[config.mk]
export PLATFORM = sky130hd
export DESIGN_NAME = mark_scheduler
export DESIGN_NICKNAME = d
export VERILOG_FILES = /design/src/rtl/bingo_pkg.sv /design/src/rtl/line_mask_rom.sv /design/src/rtl/mark_scheduler.sv
export SDC_FILE = /design/constraint.sdc
export NUM_CORES = 1
export LEC_CHECK = 0
export ABC_AREA = 1
export CORE_UTILIZATION = 50
export CTS_CLUSTER_DIAMETER = 150
export DETAILED_ROUTE_END_ITERATION = 6
export HOLD_SLACK_MARGIN = 0.12
export PLACE_DENSITY = 0.89
export SYNTH_ARGS = -nofsm -noshare
export SYNTH_HDL_FRONTEND = slang
export SYNTH_HIERARCHICAL = 1
export SYNTH_SLANG_ARGS = --single-unit
[constraint.sdc]
create_clock -name clk -period 6.1 [get_ports clk]
set_clock_uncertainty 0.05 [all_clocks]
set_input_delay 1.22 -clock clk [delete_from_list [all_inputs] [get_ports clk]]
set_output_delay 1.22 -clock clk [all_outputs]
set_load 0.02 [all_outputs]
[src/rtl/bingo_pkg.sv]
// Shared definitions for the bingo mark scheduler: board geometry, FSM states,
// the twelve line masks and a small BCD helper.
package bingo_pkg;

    localparam int N_CELLS = 25;
    localparam int N_LINES = 12;
    localparam int CELL_W  = 5;

    typedef enum logic [1:0] {
        IDLE,
        SCAN,
        COUNT,
        DONE
    } state_e;

    // Cell i sits at bit i with i = x + 5y.
    localparam logic [N_CELLS-1:0] MASK_ROW0      = 25'h000_001F;
    localparam logic [N_CELLS-1:0] MASK_ROW1      = 25'h000_03E0;
    localparam logic [N_CELLS-1:0] MASK_ROW2      = 25'h000_7C00;
    localparam logic [N_CELLS-1:0] MASK_ROW3      = 25'h00F_8000;
    localparam logic [N_CELLS-1:0] MASK_ROW4      = 25'h1F0_0000;
    localparam logic [N_CELLS-1:0] MASK_COL0      = 25'h010_8421;
    localparam logic [N_CELLS-1:0] MASK_COL1      = 25'h021_0842;
    localparam logic [N_CELLS-1:0] MASK_COL2      = 25'h042_1084;
    localparam logic [N_CELLS-1:0] MASK_COL3      = 25'h084_2108;
    localparam logic [N_CELLS-1:0] MASK_COL4      = 25'h108_4210;
    localparam logic [N_CELLS-1:0] MASK_DIAG_MAIN = 25'h104_1041;
    localparam logic [N_CELLS-1:0] MASK_DIAG_ANTI = 25'h011_1110;

    function automatic logic [7:0] to_bcd(input logic [CELL_W-1:0] n);
        logic [3:0] tens;
        logic [3:0] units;
        tens  = 4'(n / 5'd10);
        units = 4'(n % 5'd10);
        return {tens, units};
    endfunction

endpackage

[src/rtl/line_mask_rom.sv]
// Combinational lookup of the line masks: rows 0-4, columns 0-4, main
// diagonal, anti-diagonal; any other index yields an empty mask.
module line_mask_rom
    import bingo_pkg::*;
(
    input  logic [3:0]         line_idx,
    output logic [N_CELLS-1:0] mask
);

    // NOTE: assign a default before the case so no path leaves mask unassigned (no latch).
    always_comb begin
        mask = '0;
        case (line_idx)
            4'd0:    mask = MASK_ROW0;
            4'd1:    mask = MASK_ROW1;
            4'd2:    mask = MASK_ROW2;
            4'd3:    mask = MASK_ROW3;
            4'd4:    mask = MASK_ROW4;
            4'd5:    mask = MASK_COL0;
            4'd6:    mask = MASK_COL1;
            4'd7:    mask = MASK_COL2;
            4'd8:    mask = MASK_COL3;
            4'd9:    mask = MASK_COL4;
            4'd10:   mask = MASK_DIAG_MAIN;
            4'd11:   mask = MASK_DIAG_ANTI;
            default: mask = '0;
        endcase
    end

endmodule

[src/rtl/mark_scheduler.sv]
// Arbitrates local/remote mark requests, scans the board for the number,
// marks the cell and recounts completed lines one mask per cycle.
module mark_scheduler #(
    parameter int N_CELLS = bingo_pkg::N_CELLS,
    parameter int CELL_W  = bingo_pkg::CELL_W
) (
    input  logic                      clk,
    input  logic                      rst,
    input  logic                      clear,
    input  logic [N_CELLS*CELL_W-1:0] map,
    input  logic                      loc_req,
    input  logic [CELL_W-1:0]         loc_num,
    output logic                      loc_ack,
    input  logic                      rem_req,
    input  logic [CELL_W-1:0]         rem_num,
    output logic                      rem_ack,
    output logic [N_CELLS-1:0]        circle,
    output logic [3:0]                line_cnt,
    output logic [7:0]                display_nums,
    output logic                      busy,
    output logic                      done,
    output logic                      hit,
    output logic                      bingo
);

    import bingo_pkg::*;

    localparam int IDX_W = $clog2(N_CELLS);

    state_e             state_q;
    logic [IDX_W-1:0]   idx_q;
    logic [3:0]         line_idx_q;
    logic [3:0]         acc_q;
    logic [3:0]         line_cnt_q;
    logic [CELL_W-1:0]  num_q;
    logic [N_CELLS-1:0] circle_q;
    logic [7:0]         disp_q;
    logic               hit_q;
    logic               done_q;
    logic               loc_ack_q;
    logic               rem_ack_q;
    logic               prio_rem_q;

    logic [CELL_W-1:0]  cell_num;
    logic               num_valid;
    logic               cell_match;
    logic               grant_loc;
    logic               grant_rem;
    logic [N_CELLS-1:0] line_mask;
    logic               line_full;

    line_mask_rom u_line_mask_rom (
        .line_idx (line_idx_q),
        .mask     (line_mask)
    );

    // Numbers outside 1..N_CELLS never mark, even if the map happens to hold them.
    assign cell_num   = map[int'(idx_q)*CELL_W +: CELL_W];
    assign num_valid  = (num_q != '0) && (num_q <= CELL_W'(N_CELLS));
    assign cell_match = num_valid && (cell_num == num_q);
    assign line_full  = (circle_q & line_mask) == line_mask;

    assign grant_loc = loc_req && (!rem_req || !prio_rem_q);
    assign grant_rem = rem_req && (!loc_req ||  prio_rem_q);

    // NOTE: state registers use non-blocking assignments so every update sees pre-edge values.
    always_ff @(posedge clk or negedge rst) begin
        if (!rst) begin
            state_q    <= IDLE;
            idx_q      <= '0;
            line_idx_q <= '0;
            acc_q      <= '0;
            line_cnt_q <= '0;
            num_q      <= '0;
            circle_q   <= '0;
            disp_q     <= '0;
            hit_q      <= 1'b0;
            done_q     <= 1'b0;
            loc_ack_q  <= 1'b0;
            rem_ack_q  <= 1'b0;
            prio_rem_q <= 1'b0;
        end else begin
            loc_ack_q <= 1'b0;
            rem_ack_q <= 1'b0;
            done_q    <= 1'b0;
            if (clear) begin
                state_q    <= IDLE;
                circle_q   <= '0;
                line_cnt_q <= '0;
                disp_q     <= '0;
                hit_q      <= 1'b0;
                acc_q      <= '0;
            end else begin
                case (state_q)
                    IDLE: begin
                        if (grant_loc || grant_rem) begin
                            loc_ack_q  <= grant_loc;
                            rem_ack_q  <= grant_rem;
                            num_q      <= grant_loc ? loc_num : rem_num;
                            disp_q     <= to_bcd(grant_loc ? loc_num : rem_num);
                            hit_q      <= 1'b0;
                            idx_q      <= '0;
                            prio_rem_q <= grant_loc;
                            state_q    <= SCAN;
                        end
                    end
                    SCAN: begin
                        if (cell_match) begin
                            circle_q[idx_q] <= 1'b1;
                            hit_q           <= 1'b1;
                        end
                        if (cell_match || idx_q == IDX_W'(N_CELLS - 1)) begin
                            acc_q      <= '0;
                            line_idx_q <= '0;
                            state_q    <= COUNT;
                        end else begin
                            idx_q <= idx_q + 1'b1;
                        end
                    end
                    COUNT: begin
                        if (line_full) begin
                            acc_q <= acc_q + 1'b1;
                        end
                        if (line_idx_q == 4'(N_LINES - 1)) begin
                            state_q <= DONE;
                        end else begin
                            line_idx_q <= line_idx_q + 1'b1;
                        end
                    end
                    DONE: begin
                        done_q     <= 1'b1;
                        line_cnt_q <= acc_q;
                        state_q    <= IDLE;
                    end
                    default: state_q <= IDLE;
                endcase
            end
        end
    end

    assign loc_ack      = loc_ack_q;
    assign rem_ack      = rem_ack_q;
    assign circle       = circle_q;
    assign line_cnt     = line_cnt_q;
    assign display_nums = disp_q;
    assign busy         = (state_q != IDLE);
    assign done         = done_q;
    assign hit          = hit_q;
    assign bingo        = (line_cnt_q >= 4'd5);

endmodule

; Word-level counts from Yosys, hierarchy flattened
; Memory sizes are Yosys's and may differ from the RTL's.
; Index checks and enable logic that the tools add are counted.
[word_totals]
reg_bits = 62
romBits = 400
in_bits = 140
out_inout_bits = 43
elab_cells = 113
mem_count = 1
[classes]
n_addsub = 3
multipliers = 1
div = 2
n_lt_le_gt_ge = 4
eq_ne = 16
shifts = 1
muxes = 37
bitwise_logic = 3
reduce_logical = 32
[mem_list]
columns = name, words, word_bits, rd, rd_clocked_by_memory_dff, write_ports, line_no
row1 = (no name shown), 16, 25, 1, 0, 0, line_mask_rom.sv:13  ; case (line_idx)
[op_table]
columns = cell, count
row1 = indexed part select 125 x 9 -> 5 bit, 1
row2 = two-way mux 25 bit, 3
row3 = AND 25 bit, 1
row4 = equality test 25 bit, 1
row5 = OR 25 bit, 1
row6 = two-way mux 4 bit, 6
row7 = two-way mux 8 bit, 3
row8 = one-hot mux 4 bit (2 select lines), 2
row9 = nonzero test 2 bit, 8
row10 = two-way mux 5 bit, 3
row11 = "!= test 3 bit, second input constant", 5
row12 = two-way mux 1 bit, 12
row13 = AND reduction 3 bit, 4
row14 = one-hot mux 5 bit (2 select lines), 1
row15 = "adder 4 x 1 -> 4 bit, second input constant", 2
row16 = "multiplier 5 x 3 -> 8 bit, second input constant", 1
row17 = two-way mux 2 bit, 4
row18 = "!= test 2 bit, second input constant", 4
row19 = one-hot mux 2 bit (4 select lines), 1
row20 = AND reduction 4 bit, 2
row21 = "< comparator 5 x 6 -> 1 bit, second input constant", 1
row22 = nonzero test 3 bit, 2
row23 = "adder 5 x 1 -> 5 bit, second input constant", 1
row24 = demux 1 bit (select 5 bit), 1
row25 = other kinds (18), 29

; Logic depth before layout (Yosys ltp)
[logic_depth]
ltp_word = 8
ltp_mapped = 20
depth_no_buf = 18

; Modules after synthesis
; The synthesis kept the hierarchy.
[modules_own_cells]
columns = mod, instances, cells_each, area_per_inst_um2, seq_area_each_um2
row1 = mark_scheduler, 1, 807, 4837.1, 1501.4
row2 = line_mask_rom, 1, 68, 386.6, 0.0

; Worst setup path before layout
; No wires, ideal clock.
[synth_path]
path_kind = input to register
from = in clear
to = reg disp_q[2] (netlist: display_nums[2])
setup_time_ns = 0.130
t_arrival_ns = 2.481
t_required_ns = 5.920
slack_ns = 3.438
path_stages = 10
n_path_buf = 1
path_cell_list = clkbuf_1 -> inv_1 -> nand2_1 -> nor2_1 -> nor2_1 -> inv_1 -> nand2_1 -> nand2_1 -> nand2_1 -> o211ai_1
[synth_between]
elab_chain_len = 2
word_cells_on_any_way = 4
cone_classes = mux (1) / reduce/logical (3)
[synth_lines]
columns = item, line_no
row1 = "start, declared", mark_scheduler.sv:9  ; input logic clear,
row2 = nonzero test 2 bit (no source line), --
row3 = AND reduction 2 bit (no source line), --
row4 = "end signal, assigned", mark_scheduler.sv:100  ; disp_q <= to_bcd(grant_loc ? loc_num : rem_num);
row5 = "end, declared", mark_scheduler.sv:37  ; logic [7:0] disp_q;
; Parallel ways exist; a longest one is shown, timed or not.
; A chain may end at the register's enable or synchronous reset.

; Worst setup path in the final report
; Same ends and word-level chain as after synthesis.

==> impl_metrics.json <==
{
  "n_antenna_cell": 0,
  "gr-total-overflow": 0,
  "grt_max_degree": 72,
  "rows": 36,
  "vias": 6007,
  "cts_max_level": 3,
  "cts.clk_slew.worst_paths_ns": 0.06,
  "period_needed_ns": 3.96,
  "cp_top_family": "buffers and inverters",
  "peakVddDrop_v": 0.000244,
  "report.final.slew_viol_count": 0,
  "leakage_nw": 3.57,
  "drive_gt1_frac": 0.0327,
  "fin_setup_tns_ns": 0,
  "critical_path.startpoint_type": "primary input",
  "tritoncts": "done",
  "clockBufferDepth": 2,
  "final_common_cell": "nand2_1",
  "ys_types": 42,
  "ios": 183,
  "drt-total-wl_mm": 16.0,
  "maxSlewHeadroom": 0.293,
  "route.detailed.wl_per_inst_um": 13.6,
  "die_x_um": 104,
  "io_buffer_count": 180,
  "arrival_ns": 4.14,
  "ys_ff_latch": 60,
  "worstPathMaxFanout": 26,
  "finalHoldViolations": 0,
  "drt.antenna.violating_nets": 0,
  "cts_buffers": 9,
  "die_h_um": 104,
  "cp.buffers_inverters": 3,
  "cp_common_cell": "nand2_1",
  "worstMarginPinSlew_ns": 1.06,
  "yosysWarnings": 6,
  "final_cell_mix": "nand2_1 (311), clkdlybuf4s50_1 (179), inv_1 (125)",
  "highest_layer": "met4",
  "crit_required_ns": 6.27,
  "drt_first_pass_iters": 7,
  "fin_crit_sh": 0.650,
  "cp_cell_sequence": "clkdlybuf4s50_1 > inv_1 > nand2_1 > nor2_1 > nor2_1 > inv_1 > nand2_1 > nand2_1 > nand2_1 > o211ai_1",
  "multi_input_area_um2": 3030,
  "rsz0062_at_grt": "no",
  "track_usage": 0.301,
  "clkLatencyLatePin_ns": 0.35,
  "cap_violations": 0,
  "power.density_nw_per_um2": 274,
  "dieArea_um2": 10900,
  "wl_met1_mm": 7.03,
  "crit_slowest_cell": "clkdlybuf4s50_1",
  "critical_path_class": "primary input to flop",
  "syn_area_per_cell_um2": 5.97,
  "clock-sinks": 60,
  "cts_hold_buf": 0,
  "hold_path_class": "flop to flop",
  "start_util": 0.525,
  "place_hpwl_mm": 12.1,
  "viasPerCell": 5.12,
  "netlist_instances": 875,
  "ys_seq_area_frac": 0.287,
  "violations": "design-rule violations",
  "core_um2": 9950,
  "drc": 1,
  "antenna_found_initial": 0,
  "design_area_um2": 7180,
  "gp_congestion": 0.905,
  "grt_pass1_wl_mm": 26.4,
  "placed_cell_area_um2": 7000,
  "seqCellArea_um2": 1500,
  "num-fill-cells": 855,
  "root_buffer": "clkbuf_8",
  "status": "complete, but fails checks",
  "worstSetupEndpointType": "flop",
  "syn-cell-area_um2": 5220,
  "wl_met3_mm": 1.11,
  "fmax_ghz": 0.252,
  "drt_first_iter_violations": 495,
  "syn2layout_area_growth_pct": 37.4,
  "wl_met2_mm": 7.41,
  "worst_path_largest_cell_delay_ns": 1.11,
  "cts_setup_buffers": 0,
  "setup_viol": 0,
  "grt_pass1_vias": 5465,
  "cts_resized": 0,
  "final_nets": 1194
}
## area by class of cell
type / instances / share of cell area
clock buffer: 10 / 0.0178
clock inverter: 5 / 0.00750
timing repair buffer: 183 / 0.253
multi-input combinational: 654 / 0.422
sequential: 60 / 0.209
tap: 133 / 0.0232
inverter: 128 / 0.0669
## Yosys cell counts, drive strengths merged
| cell | n | area [um2] |
|---|---|---|
| a211o | 1 | 8.76 |
| a211oi | 2 | 15.0 |
| a21oi | 29 | 145 |
| a221oi | 1 | 8.76 |
| a22o | 1 | 8.76 |
| a22oi | 1 | 7.51 |
| a32o | 1 | 10.0 |
| buf | 25 | 184 |
| clkbuf | 9 | 33.8 |
| conb | 1 | 3.75 |
| dfrtp | 60 | 1500 |
| ha | 18 | 225 |
| inv | 128 | 480 |
| mux2i | 1 | 10.0 |
| nand2 | 315 | 1190 |
| nand3 | 96 | 503 |
| nand3b | 4 | 30.0 |
| nand4 | 1 | 6.26 |
| nor2 | 105 | 415 |
| nor3 | 2 | 15.0 |
| nor4 | 1 | 6.26 |
| o2111ai | 2 | 17.5 |
| o211ai | 3 | 22.5 |
| o21a | 1 | 7.51 |
| o21ai | 57 | 285 |
| o221ai | 1 | 8.76 |
| o22a | 1 | 8.76 |
| o22ai | 1 | 6.26 |
| o31ai | 2 | 15.0 |
| or2 | 1 | 6.26 |
| xnor2 | 1 | 8.76 |
| xor2 | 3 | 26.3 |
## registers in the layout, summed over array words and instances (netlist names)
register	count
rem_ack	1
acc_q	4
loc_ack	1
done	1
circle	25
display_nums	6
line_idx_q	4
prio_rem_q	1
line_cnt	4
hit	1
idx_q	5
state_q	2
num_q	5
## cell families after synthesis
| group | count (synthesis) | synth area share |
|---|---|---|
| xor+xnor | 4 | 0.00671 |
| buf+inv | 162 | 0.134 |
| mux | 1 | 0.00192 |
| other cells | 1 | 0.000718 |
| fa+ha+maj | 18 | 0.0431 |
| flops | 60 | 0.287 |
| compound gates | 104 | 0.110 |
| simple gates | 525 | 0.416 |
## worst register-to-register path, delay by kind of cell, from the launching register on
kind | cells | cell delay, ns
simple gates | 10 | 1.10
flops | 1 | 0.37
compound gates | 3 | 0.60
buf+inv | 1 | 0.77
## final timing paths
kind | slack [ns] | to | cells after the start | start
max in group asynchronous | 4.50 | idx_q[0]$_DFFE_PN0P_ | 2 | rst
hold reg to reg | 0.46 | display_nums[1]$_DFFE_PN0P_ | 2 | display_nums[1]$_DFFE_PN0P_
min in group asynchronous | 0.97 | acc_q[1]$_DFFE_PN0P_ | 2 | rst
hold / removal | 0.46 | display_nums[1]$_DFFE_PN0P_ | 2 | display_nums[1]$_DFFE_PN0P_
setup / recovery | 2.14 | display_nums[2]$_DFFE_PN0P_ | 10 | clear
setup reg to reg | 3.10 | circle[22]$_DFFE_PN0P_ | 14 | idx_q[1]$_DFFE_PN0P_
## metal layers
layer,up-vias,GRT usage
met5,-,0
met4,0,0.0990
met3,37,0.0457
met2,235,0.482
met1,2696,0.416
li1,3039,-
## power breakdown
part	switching, W	internal, W	total, W	leakage, nW
Clock	0.000153	0.000185	0.000338	0.0959
Sequential	0.0000590	0.000455	0.000514	0.819
Combinational	0.000710	0.000403	0.00111	2.66
## stage by stage
step | utilization | setup WS (ns) | total power, W | std cells | hold slack (ns)
4_1_cts | 0.721 | 2.19 | 0.00196 | 1173 | 0.461
2_1_floorplan | - | 3.44 | 0.00130 | 876 | 0.425
3_3_place_gp | 0.703 | 1.98 | 0.00160 | 1158 | 0.437
6_report | 0.721 | 2.14 | 0.00197 | 1173 | 0.464
3_5_place_dp | 0.703 | 1.81 | 0.00162 | 1158 | 0.441
5_1_grt | 0.721 | 1.81 | 0.00213 | 1173 | 0.485
No activity file was read; power rests on OpenSTA's default activity.
